[config.mk]
export PLATFORM = sky130hd
export DESIGN_NAME = pio_spi_host
export DESIGN_NICKNAME = d
export VERILOG_FILES = /design/src/rtl/pio_spi_host.sv
export SDC_FILE = /design/constraint.sdc
export NUM_CORES = 1
export LEC_CHECK = 0
export ABC_AREA = 1
export CORE_MARGIN = 2
export CORE_UTILIZATION = 55
export DETAILED_ROUTE_END_ITERATION = 8
export PLACE_DENSITY = 0.78
export SYNTH_ARGS = -nofsm -noshare
export SYNTH_HDL_FRONTEND = slang
export SYNTH_SLANG_ARGS = --single-unit
[constraint.sdc]
create_clock -name clk -period 2.9 [get_ports clk]
set_clock_uncertainty 0.15 [all_clocks]
set_input_delay 0.58 -clock clk [delete_from_list [all_inputs] [get_ports clk]]
set_output_delay 0.58 -clock clk [all_outputs]
set_load 0.01 [all_outputs]
[src/rtl/pio_spi_host.sv]
// Host sequencer for the pio block: loads an SPI program, configures one state machine,
// then runs byte transfers as PUSH / wait / PULL. Optional macro: PIO_SPI_HOST_TIMEOUT_EN.
module pio_spi_host #(
  parameter int MINDEX  = 0,
  parameter int TIMEOUT = 1000
) (
  input  logic        clk,
  input  logic        reset,
  input  logic        prog_we,
  input  logic [4:0]  prog_addr,
  input  logic [15:0] prog_data,
  input  logic [5:0]  cfg_plen,
  input  logic [23:0] cfg_div,
  input  logic [31:0] cfg_grps,
  input  logic [31:0] cfg_exec,
  input  logic [31:0] cfg_shift,
  input  logic        start,
  output logic        cfg_done,
  input  logic        tx_valid,
  output logic        tx_ready,
  input  logic [7:0]  tx_data,
  output logic        rx_valid,
  output logic [7:0]  rx_data,
  output logic        err,
  output logic [3:0]  action,
  output logic [4:0]  index,
  output logic [1:0]  mindex,
  output logic [31:0] din,
  input  logic [31:0] dout,
  input  logic [3:0]  tx_full,
  input  logic [3:0]  rx_empty
);

  localparam logic [1:0] MI = MINDEX[1:0];

  localparam logic [3:0] S_IDLE    = 4'd0;
  localparam logic [3:0] S_LOAD    = 4'd1;
  localparam logic [3:0] S_PEND    = 4'd2;
  localparam logic [3:0] S_DIV     = 4'd3;
  localparam logic [3:0] S_GRPS    = 4'd4;
  localparam logic [3:0] S_SHIFT   = 4'd5;
  localparam logic [3:0] S_EN      = 4'd6;
  localparam logic [3:0] S_READY   = 4'd7;
  localparam logic [3:0] S_PUSH    = 4'd8;
  localparam logic [3:0] S_WAIT_RX = 4'd9;
  localparam logic [3:0] S_PULL    = 4'd10;
  localparam logic [3:0] S_CAPTURE = 4'd11;

  localparam logic [3:0] ACT_NONE  = 4'd0;
  localparam logic [3:0] ACT_INSTR = 4'd1;
  localparam logic [3:0] ACT_PEND  = 4'd2;
  localparam logic [3:0] ACT_PULL  = 4'd3;
  localparam logic [3:0] ACT_PUSH  = 4'd4;
  localparam logic [3:0] ACT_GRPS  = 4'd5;
  localparam logic [3:0] ACT_EN    = 4'd6;
  localparam logic [3:0] ACT_DIV   = 4'd7;
  localparam logic [3:0] ACT_SHIFT = 4'd10;

  logic [15:0] store [32];
  logic [3:0]  state;
  logic        gap;
  logic [4:0]  idx;
  logic [7:0]  tx_byte;
  logic [5:0]  plen_eff;
  logic        last_instr;
  logic [3:0]  cfg_act;
  logic [3:0]  cfg_next;
  logic [31:0] cfg_din;
  logic        unused_bits;

  assign mindex = MI;

  // NOTE: the instruction store carries no reset; it is plain RAM and keeps its program across resets.
  always_ff @(posedge clk) begin
    if (prog_we) store[prog_addr] <= prog_data;
  end

  assign plen_eff   = (cfg_plen == 6'd0) ? 6'd1 : cfg_plen;
  assign last_instr = ({1'b0, idx} == plen_eff - 6'd1) || (idx == 5'd31);

  // NOTE: every always_comb output gets a default first so no latch is inferred.
  always_comb begin
    cfg_act  = ACT_NONE;
    cfg_din  = 32'h0;
    cfg_next = S_IDLE;
    case (state)
      S_PEND:  begin cfg_act = ACT_PEND;  cfg_din = cfg_exec;        cfg_next = S_DIV;   end
      S_DIV:   begin cfg_act = ACT_DIV;   cfg_din = {8'h0, cfg_div}; cfg_next = S_GRPS;  end
      S_GRPS:  begin cfg_act = ACT_GRPS;  cfg_din = cfg_grps;        cfg_next = S_SHIFT; end
      S_SHIFT: begin cfg_act = ACT_SHIFT; cfg_din = cfg_shift;       cfg_next = S_EN;    end
      S_EN:    begin cfg_act = ACT_EN;    cfg_din = 32'h1;           cfg_next = S_READY; end
      default: ;
    endcase
  end

`ifdef PIO_SPI_HOST_TIMEOUT_EN
  logic [15:0] wait_cnt;
  assign unused_bits = ^{dout[31:8], tx_full, rx_empty};
`else
  assign err         = 1'b0;
  assign unused_bits = ^{dout[31:8], tx_full, rx_empty, TIMEOUT[0]};
`endif

  // NOTE: all state and registered outputs use non-blocking assignments.
  always_ff @(posedge clk) begin
    if (!reset) begin
      state    <= S_IDLE;
      gap      <= 1'b0;
      idx      <= 5'd0;
      tx_byte  <= 8'h0;
      action   <= ACT_NONE;
      index    <= 5'd0;
      din      <= 32'h0;
      tx_ready <= 1'b0;
      rx_valid <= 1'b0;
      rx_data  <= 8'h0;
      cfg_done <= 1'b0;
`ifdef PIO_SPI_HOST_TIMEOUT_EN
      wait_cnt <= 16'd0;
      err      <= 1'b0;
`endif
    end else begin
      action   <= ACT_NONE;
      rx_valid <= 1'b0;
      case (state)
        S_IDLE: begin
          if (start) begin
            state <= S_LOAD;
            gap   <= 1'b0;
            idx   <= 5'd0;
          end
        end
        S_LOAD: begin
          if (!gap) begin
            action <= ACT_INSTR;
            index  <= idx;
            din    <= {16'h0, store[idx]};
            gap    <= 1'b1;
          end else begin
            gap <= 1'b0;
            if (last_instr) state <= S_PEND;
            else            idx   <= idx + 5'd1;
          end
        end
        S_PEND, S_DIV, S_GRPS, S_SHIFT, S_EN: begin
          // Each config action is followed by one NONE cycle before moving on.
          if (!gap) begin
            action <= cfg_act;
            din    <= cfg_din;
            gap    <= 1'b1;
          end else begin
            gap   <= 1'b0;
            state <= cfg_next;
            if (cfg_next == S_READY) begin
              tx_ready <= 1'b1;
              cfg_done <= 1'b1;
            end
          end
        end
        S_READY: begin
          if (tx_valid) begin
            tx_byte  <= tx_data;
            tx_ready <= 1'b0;
            state    <= S_PUSH;
          end
        end
        S_PUSH: begin
          if (!tx_full[MI]) begin
            action <= ACT_PUSH;
            din    <= {tx_byte, 24'h0};
            state  <= S_WAIT_RX;
`ifdef PIO_SPI_HOST_TIMEOUT_EN
            wait_cnt <= 16'd0;
`endif
          end
        end
        S_WAIT_RX: begin
`ifdef PIO_SPI_HOST_TIMEOUT_EN
          wait_cnt <= wait_cnt + 16'd1;
`endif
          // The first WAIT_RX cycle still shows PUSH, so PULL waits for a NONE cycle.
          if (!rx_empty[MI] && action == ACT_NONE) begin
            action <= ACT_PULL;
            state  <= S_PULL;
          end
`ifdef PIO_SPI_HOST_TIMEOUT_EN
          else if (rx_empty[MI] && wait_cnt == 16'(TIMEOUT - 1)) begin
            err      <= 1'b1;
            tx_ready <= 1'b1;
            state    <= S_READY;
          end
`endif
        end
        S_PULL: state <= S_CAPTURE;
        S_CAPTURE: begin
          rx_data  <= dout[7:0];
          rx_valid <= 1'b1;
          tx_ready <= 1'b1;
          state    <= S_READY;
        end
        default: state <= S_IDLE;
      endcase
    end
  end

endmodule

==> results.txt, run 1 <==
# rows = 77
Bufs and invs on worst path = 2
Final worst slack = 0.4565 ns
Finished Cell Area = 29970 sq um
Mapped cell area = 24890 sq um
Worst EP required = 3.29 ns
Power Density = 787.5 nW/um^2
Total GRT Usage = 28.48%
Worst-path clk slew = 0.06 ns
1st-pass router iterations = 6
CP Launch Type = flip-flop
Clk_lat worst skew = 0.64 ns
Root Buffer = clkbuf_16
Status = finished clean
Via count = 18240
Vias per Instance = 5.745
Slowest Stage Delay on Critical Path = 0.40 ns
Drc violations = 0
Final nets = 2736
Setup crit end kind = flip-flop
Antenna viol nets, final = 0
First-pass GRT wire length = 100.6 mm
Post-Synthesis Cells = 2284
Die Area = 46960 sq um
GP Congestion = 0.9009
Slowest stage cell, crit path = inv_2
Area of placed instances = 28110 sq um
Unrepaired setup endpoints after global routing = no
Largest net degree at the start of global routing = 117
Number of global-route vias before repair = 17550
CTS tree = yes
Max-cap viol count = 0
Multi-input gate area = 6251 sq um
Int Power = 15.81 mW
Worst slew pin tran = 0.7120 ns
Sw power = 7.792 mW
Fmax = 409.2 MHz
Routed len/inst = 21.31 um
Area Overhead vs Synth = 20.41%
FF+latch area = 16880 sq um
CTS H-Tree Depth = 2
Seq cells post-synth = 587
Post-layout util = 67.47%
Top delay family on crit path = simple AND/OR/NAND/NOR gates
Initial antenna violation count = 2
Max_slew headroom = 52.48%
Inst Count DP = 3065
Seq/Total Area, Yosys = 67.82%
Reg power frac = 41.2%
Slew Limit Fails = 0
Initial Util = 56.03%
VDD IR-drop max = 0.0005836 V
Post-CTS setup buffer count = 0
Detailed Route WL = 67.67 mm
Post-Syn Area per Cell = 10.90 sq um
Top Ports = 255
Fillers = 3178
Hpwl dp = 42.13 mm
Final period util = 84.26%
Cell Chain, Critical Path = nor2_1 > nand2_1 > inv_1 > nor2_4 > nand2_2 > nand2_4 > inv_2 > o21bai_1 > a21oi_1
Share of layout cells above drive strength 1 = 7.984%
Netlist cell types = 36
Hold Fails Final Rpt = 0
Post-placement setup slack = -0.06452 ns
Final min period = 2.444 ns
CORE AREA = 44410 sq um
Port buffer count = 221
Sw frac = 33.02%
Static Leak = 10.87 nW
Min-Delay Path Class = flip-flop to flip-flop
Clock share of power = 31.0%
Tot Pwr = 23.60 mW
Global route overflow = 0
Final Setup Violations = 0
Syn. warnings = 0
WP data arrival = 2.84 ns
Final Hold Slack = 0.3080 ns
Post-Layout Cell Count = 3175
Setup Crit Path Kind = flip-flop to flip-flop
Setup TNS = 0 ns
Combinational power share = 27.8%
Die height = 216.7 um
Clock Tree Buf Depth = 3
CTS Hold Bufs = 0
CTS buffer count = 58
CP max FO = 24
Die X = 216.7 um
Initial drt markers = 2157
Num Clock Sinks = 587
Cts repair resizes = 0
[flip-flops by register name, indices dropped and copies added (netlist names), 4 cells and up, named ones only]
name and count:
store 512, state 4, action 4, rx_data 8, din 32, idx 5
tx_byte 8, index 5
[cell type report]
class | instances | share of cell area [%]
diodes | 3 | 0.02505
clock buffers | 72 | 5.090
clock inverters | 35 | 1.065
inverters | 310 | 3.883
multi-input cells | 1252 | 20.86
flip-flops and latches | 587 | 56.35
well taps | 592 | 2.472
repair buffers | 324 | 10.26
[worst reg2reg max path: stages (launching register included)]
cell and delay, ns:
dfxtp_1 0.36, nor2_1 0.26, nand2_1 0.34, inv_1 0.27, nor2_4 0.07, nand2_2 0.08, nand2_4 0.15, inv_2 0.41
o21bai_1 0.14, a21oi_1 0.14
[final timing paths]
path	start	end	slack, ns	cells after the start
max	state[1]$_SDFFE_PN0P_	din[2]$_SDFFE_PN0P_	0.46	9
max reg2reg	state[1]$_SDFFE_PN0P_	din[2]$_SDFFE_PN0P_	0.46	9
min	tx_byte[5]$_SDFFE_PN0P_	tx_byte[5]$_SDFFE_PN0P_	0.31	2
min reg2reg	tx_byte[5]$_SDFFE_PN0P_	tx_byte[5]$_SDFFE_PN0P_	0.31	2
[power by group through the flow]
| stage | clock, mW | sequential [mW] | combinational, mW |
|---|---|---|---|
| global route | 7.73 | 9.74 | 7.17 |
| global placement | 0 | 9.88 | 6.24 |
| floorplan | 0 | 9.86 | 4.06 |
| CTS | 7.40 | 9.72 | 6.49 |
| detailed placement | 0 | 9.89 | 6.41 |
| finish | 7.33 | 9.72 | 6.56 |
[synthesized netlist by cell type]
master     number  share of area (%)
edfxtp_1      512                 62
nand2_1       325                4.9
inv_1         302                4.6
nand3_1       274                5.5
a21oi_1       175                3.5
o21ai_0       155                3.1
o211ai_1      128                3.9
nor2_1        110                1.7
dfxtp_1        75                6.0
clkbuf_1       58               0.87
buf_2          43               0.86
buf_1          28               0.42
nand4_1        26               0.65
o21bai_1       20               0.60
buf_4           7               0.21
inv_2           7               0.11
o2111ai_1       7               0.25
nor2_2          4               0.10
nor2_4          4               0.18
ha_1            3               0.15
nand3b_1        3              0.090
nor3_1          3              0.060
xor2_1          2              0.070
a21oi_2         1              0.035
a2bb2oi_1       1              0.035
a31oi_1         1              0.025
buf_6           1              0.045
clkinv_1        1              0.015
conb_1          1              0.015
nand2_2         1              0.025
nand2_4         1              0.045
nand3_4         1              0.070
nor3b_1         1              0.030
o21ai_1         1              0.020
o22ai_1         1              0.025
o41ai_1         1              0.035
[metal layers]
layer / part of all wire (%) / track usage, % / routed length [um]
met5: 0 / 0 / 0
met4: 4.0 / 11.89 / 2716
met3: 9.3 / 4.828 / 6305
met2: 50 / 49.70 / 33530
met1: 37 / 35.21 / 25110
[placed cells by master (no fill, tap or decap), types with 3 or more instances in the layout]
master           instances
nor3_1                   3
conb_1                   3
dfxtp_1                 72
o21ai_0                155
inv_2                    7
nor2_4                   4
clkbuf_1                13
nand3b_1                 3
clkinv_2                 9
nand4_1                 26
a21oi_1                175
bufinv_16                5
o21bai_1                20
edfxtp_1               512
nand2_1                325
ha_1                     3
nand3_1                274
buf_12                   7
o211ai_1               128
nor2_2                   4
clkdlybuf4s50_1        221
diode_2                  3
buf_4                   96
clkbuf_16               59
nor2_1                 110
inv_1                  302
clkinv_1                14
o2111ai_1                7
[kinds of logic (layout without fill, tap and decap cells)]
family | after synthesis | count (layout) | synth area share (%)
buf+inv | 447 | 741 | 7.094
simple gates | 753 | 753 | 13.33
other cells | 1 | 6 | 0.01507
flops | 587 | 587 | 67.82
compound gates | 491 | 491 | 11.52
fa+ha+maj | 3 | 3 | 0.1509
xor+xnor | 2 | 2 | 0.07040
No activity file was read; power rests on OpenSTA's default activity.
==> run 2, diff against run 1 <==
--- a/config.mk
+++ b/config.mk
@@ -7,9 +7,9 @@
 export LEC_CHECK = 0
 export ABC_AREA = 1
 export CORE_MARGIN = 2
-export CORE_UTILIZATION = 55
+export CORE_UTILIZATION = 51
 export DETAILED_ROUTE_END_ITERATION = 8
-export PLACE_DENSITY = 0.78
+export PLACE_DENSITY = 0.76
 export SYNTH_ARGS = -nofsm -noshare
 export SYNTH_HDL_FRONTEND = slang
 export SYNTH_SLANG_ARGS = --single-unit
==> constraint.sdc (replaced) <==
create_clock -name clk -period 2.18 [get_ports clk]
set_clock_uncertainty 0.15 [all_clocks]
set_input_delay 0.436 -clock clk [delete_from_list [all_inputs] [get_ports clk]]
set_output_delay 0.436 -clock clk [all_outputs]
set_load 0.01 [all_outputs]
==> run 2 against run 1 <==
Net effect: total power increased by 40%; setup slack got worse by 0.41 ns; sequential cell count is the same; design area is 3.7% higher; largest power group unchanged; highest routed layer is now met5.
==> results.txt, run 2 (same netlist as run 1, synthesis figures left out) <==
Status = finished clean
Hpwl dp = 44.08 mm
Hold Fails Final Rpt = 0
Largest net degree at the start of global routing = 121
Number of global-route vias before repair = 17660
# rows = 80
Detailed Route WL = 67.15 mm
Via count = 18320
Antenna viol nets, final = 0
Min-Delay Path Class = primary input to flip-flop
WP data arrival = 1.54 ns
Bufs and invs on worst path = 1
CP max FO = 2
Final nets = 2770
Num Clock Sinks = 587
Largest regs = store (512), din (32)
Unrepaired setup endpoints after global routing = yes
Vias per Instance = 5.666
Static Leak = 11.36 nW
Initial Util = 51.90%
Post-layout util = 64.82%
Routed len/inst = 20.77 um
Root Buffer = clkbuf_16
R2R setup slack = 0.06 ns
Slowest Stage Delay on Critical Path = 0.59 ns
Finished Cell Area = 31080 sq um
Drc violations = 0
Final period util = 97.69%
Total GRT Usage = 26.04%
First-pass GRT wire length = 99.88 mm
Worst EP required = 1.59 ns
Commonest non-fill, non-tap cells in the layout = 512 x edfxtp_1, 318 x nand2_1, 300 x inv_1
Worst slew pin tran = 0.5985 ns
Slowest stage cell, crit path = clkdlybuf4s50_1
Die height = 224.9 um
Commonest non-fill, non-tap cell in the layout = edfxtp_1
Top delay family on crit path = buffers and inverters
CTS buffer count = 57
Fmax = 469.5 MHz
Power Density = 1065 nW/um^2
Die Area = 50580 sq um
Slew Limit Fails = 0
Setup Crit Path Kind = flip-flop to output pin
VDD IR-drop max = 0.0007889 V
Clock Tree Buf Depth = 3
Area of placed instances = 28830 sq um
Final Setup Violations = 0
CTS Hold Bufs = 0
Worst-path clk slew = 0.06 ns
Initial drt markers = 2057
Max_slew headroom = 60.06%
Final min period = 2.130 ns
Port buffer count = 221
Top Ports = 255
CORE AREA = 47950 sq um
CP Launch Type = flip-flop
Cell Chain, Critical Path = clkdlybuf4s50_1
Area Overhead vs Synth = 24.88%
GP Congestion = 0.8720
CTS tree = yes
Reg with most FFs = store
1st-pass router iterations = 6
Largest register FFs = 512
Max-cap viol count = 0
Share of layout cells above drive strength 1 = 10.13%
Post-Layout Cell Count = 3233
CTS H-Tree Depth = 2
Initial antenna violation count = 3
Die X = 224.9 um
Global route overflow = 0
Inst Count DP = 3120
Clk_lat worst skew = 0.64 ns
Setup crit end kind = output pin
-- run 2: changes by cell type in the layout (fill, tap and decap cells not counted), moves of 5 or more --
cell / previous run / this run
nand2_1: 325 / 318
nand3_2: 0 / 5
buf_12: 7 / 38
nand3_1: 274 / 268
clkdlybuf4s50_1: 221 / 214
dlymetal6s2s_1: 0 / 5
bufinv_16: 5 / 13
nand2_2: 1 / 6
-- run 2: metal layers --
metal	GRT usage, %	up-vias	share of wire [%]
li1	-	8549	-
met1	31.74	8780	38
met2	46.38	871	50
met3	4.159	116	8.2
met4	10.25	2	3.4
met5	0	-	0.024
-- run 2: final timing paths --
kind	end	depth (start not counted)	from
min	rx_data[5]$_SDFFE_PN0P_	3	dout[5]
max	din[27]	1	din[27]$_SDFFE_PN0P_
min reg2reg	din[23]$_SDFFE_PN0P_	2	din[23]$_SDFFE_PN0P_
max reg2reg	din[11]$_SDFFE_PN0P_	9	flip-flop
-- run 2: layout make-up --
type                    count  area [sq um]
fillers                  3517         16870
inverters                 310          1166
clock buffers              72          1514
flip-flops and latches    587         16880
clock inverters            36         554.3
diodes                      2         5.005
well taps                 615         769.5
repair buffers            359          3839
multi-input cells        1252          6345
-- run 2: what timing repair did --
item,CTS,global route
pin swaps,0,11
buffers inserted,0,2
gates resized for setup,4,33
setup endpoints to repair,12,38
gates cloned,0,1
-- run 2: where the power goes --
part | internal (mW) | switching (mW) | total, mW
Clock | 6.48 | 4.28 | 10.8
Sequential | 12.6 | 0.286 | 12.9
Combinational | 3.45 | 5.98 | 9.43
-- run 2: tightest hold or removal path, cell delays in order --
cell	delay (ns)
clkdlybuf4s50_1	0.40
nor2_1	0.10
nor2_1	0.05
-- run 2: metrics by stage --
stage          hold WS (ns)  power [mW]  TNS [ns]  worst slack, ns
2_1_floorplan        0.2798       18.53         0          0.01414
3_3_place_gp         0.2883       21.93    -8.000          -0.5990
3_5_place_dp         0.2888       22.18    -17.13          -0.6980
4_1_cts              0.2415       32.91         0         0.008915
5_1_grt              0.2811       34.55  -0.03663         -0.01525
6_report             0.2725       33.10         0          0.05027
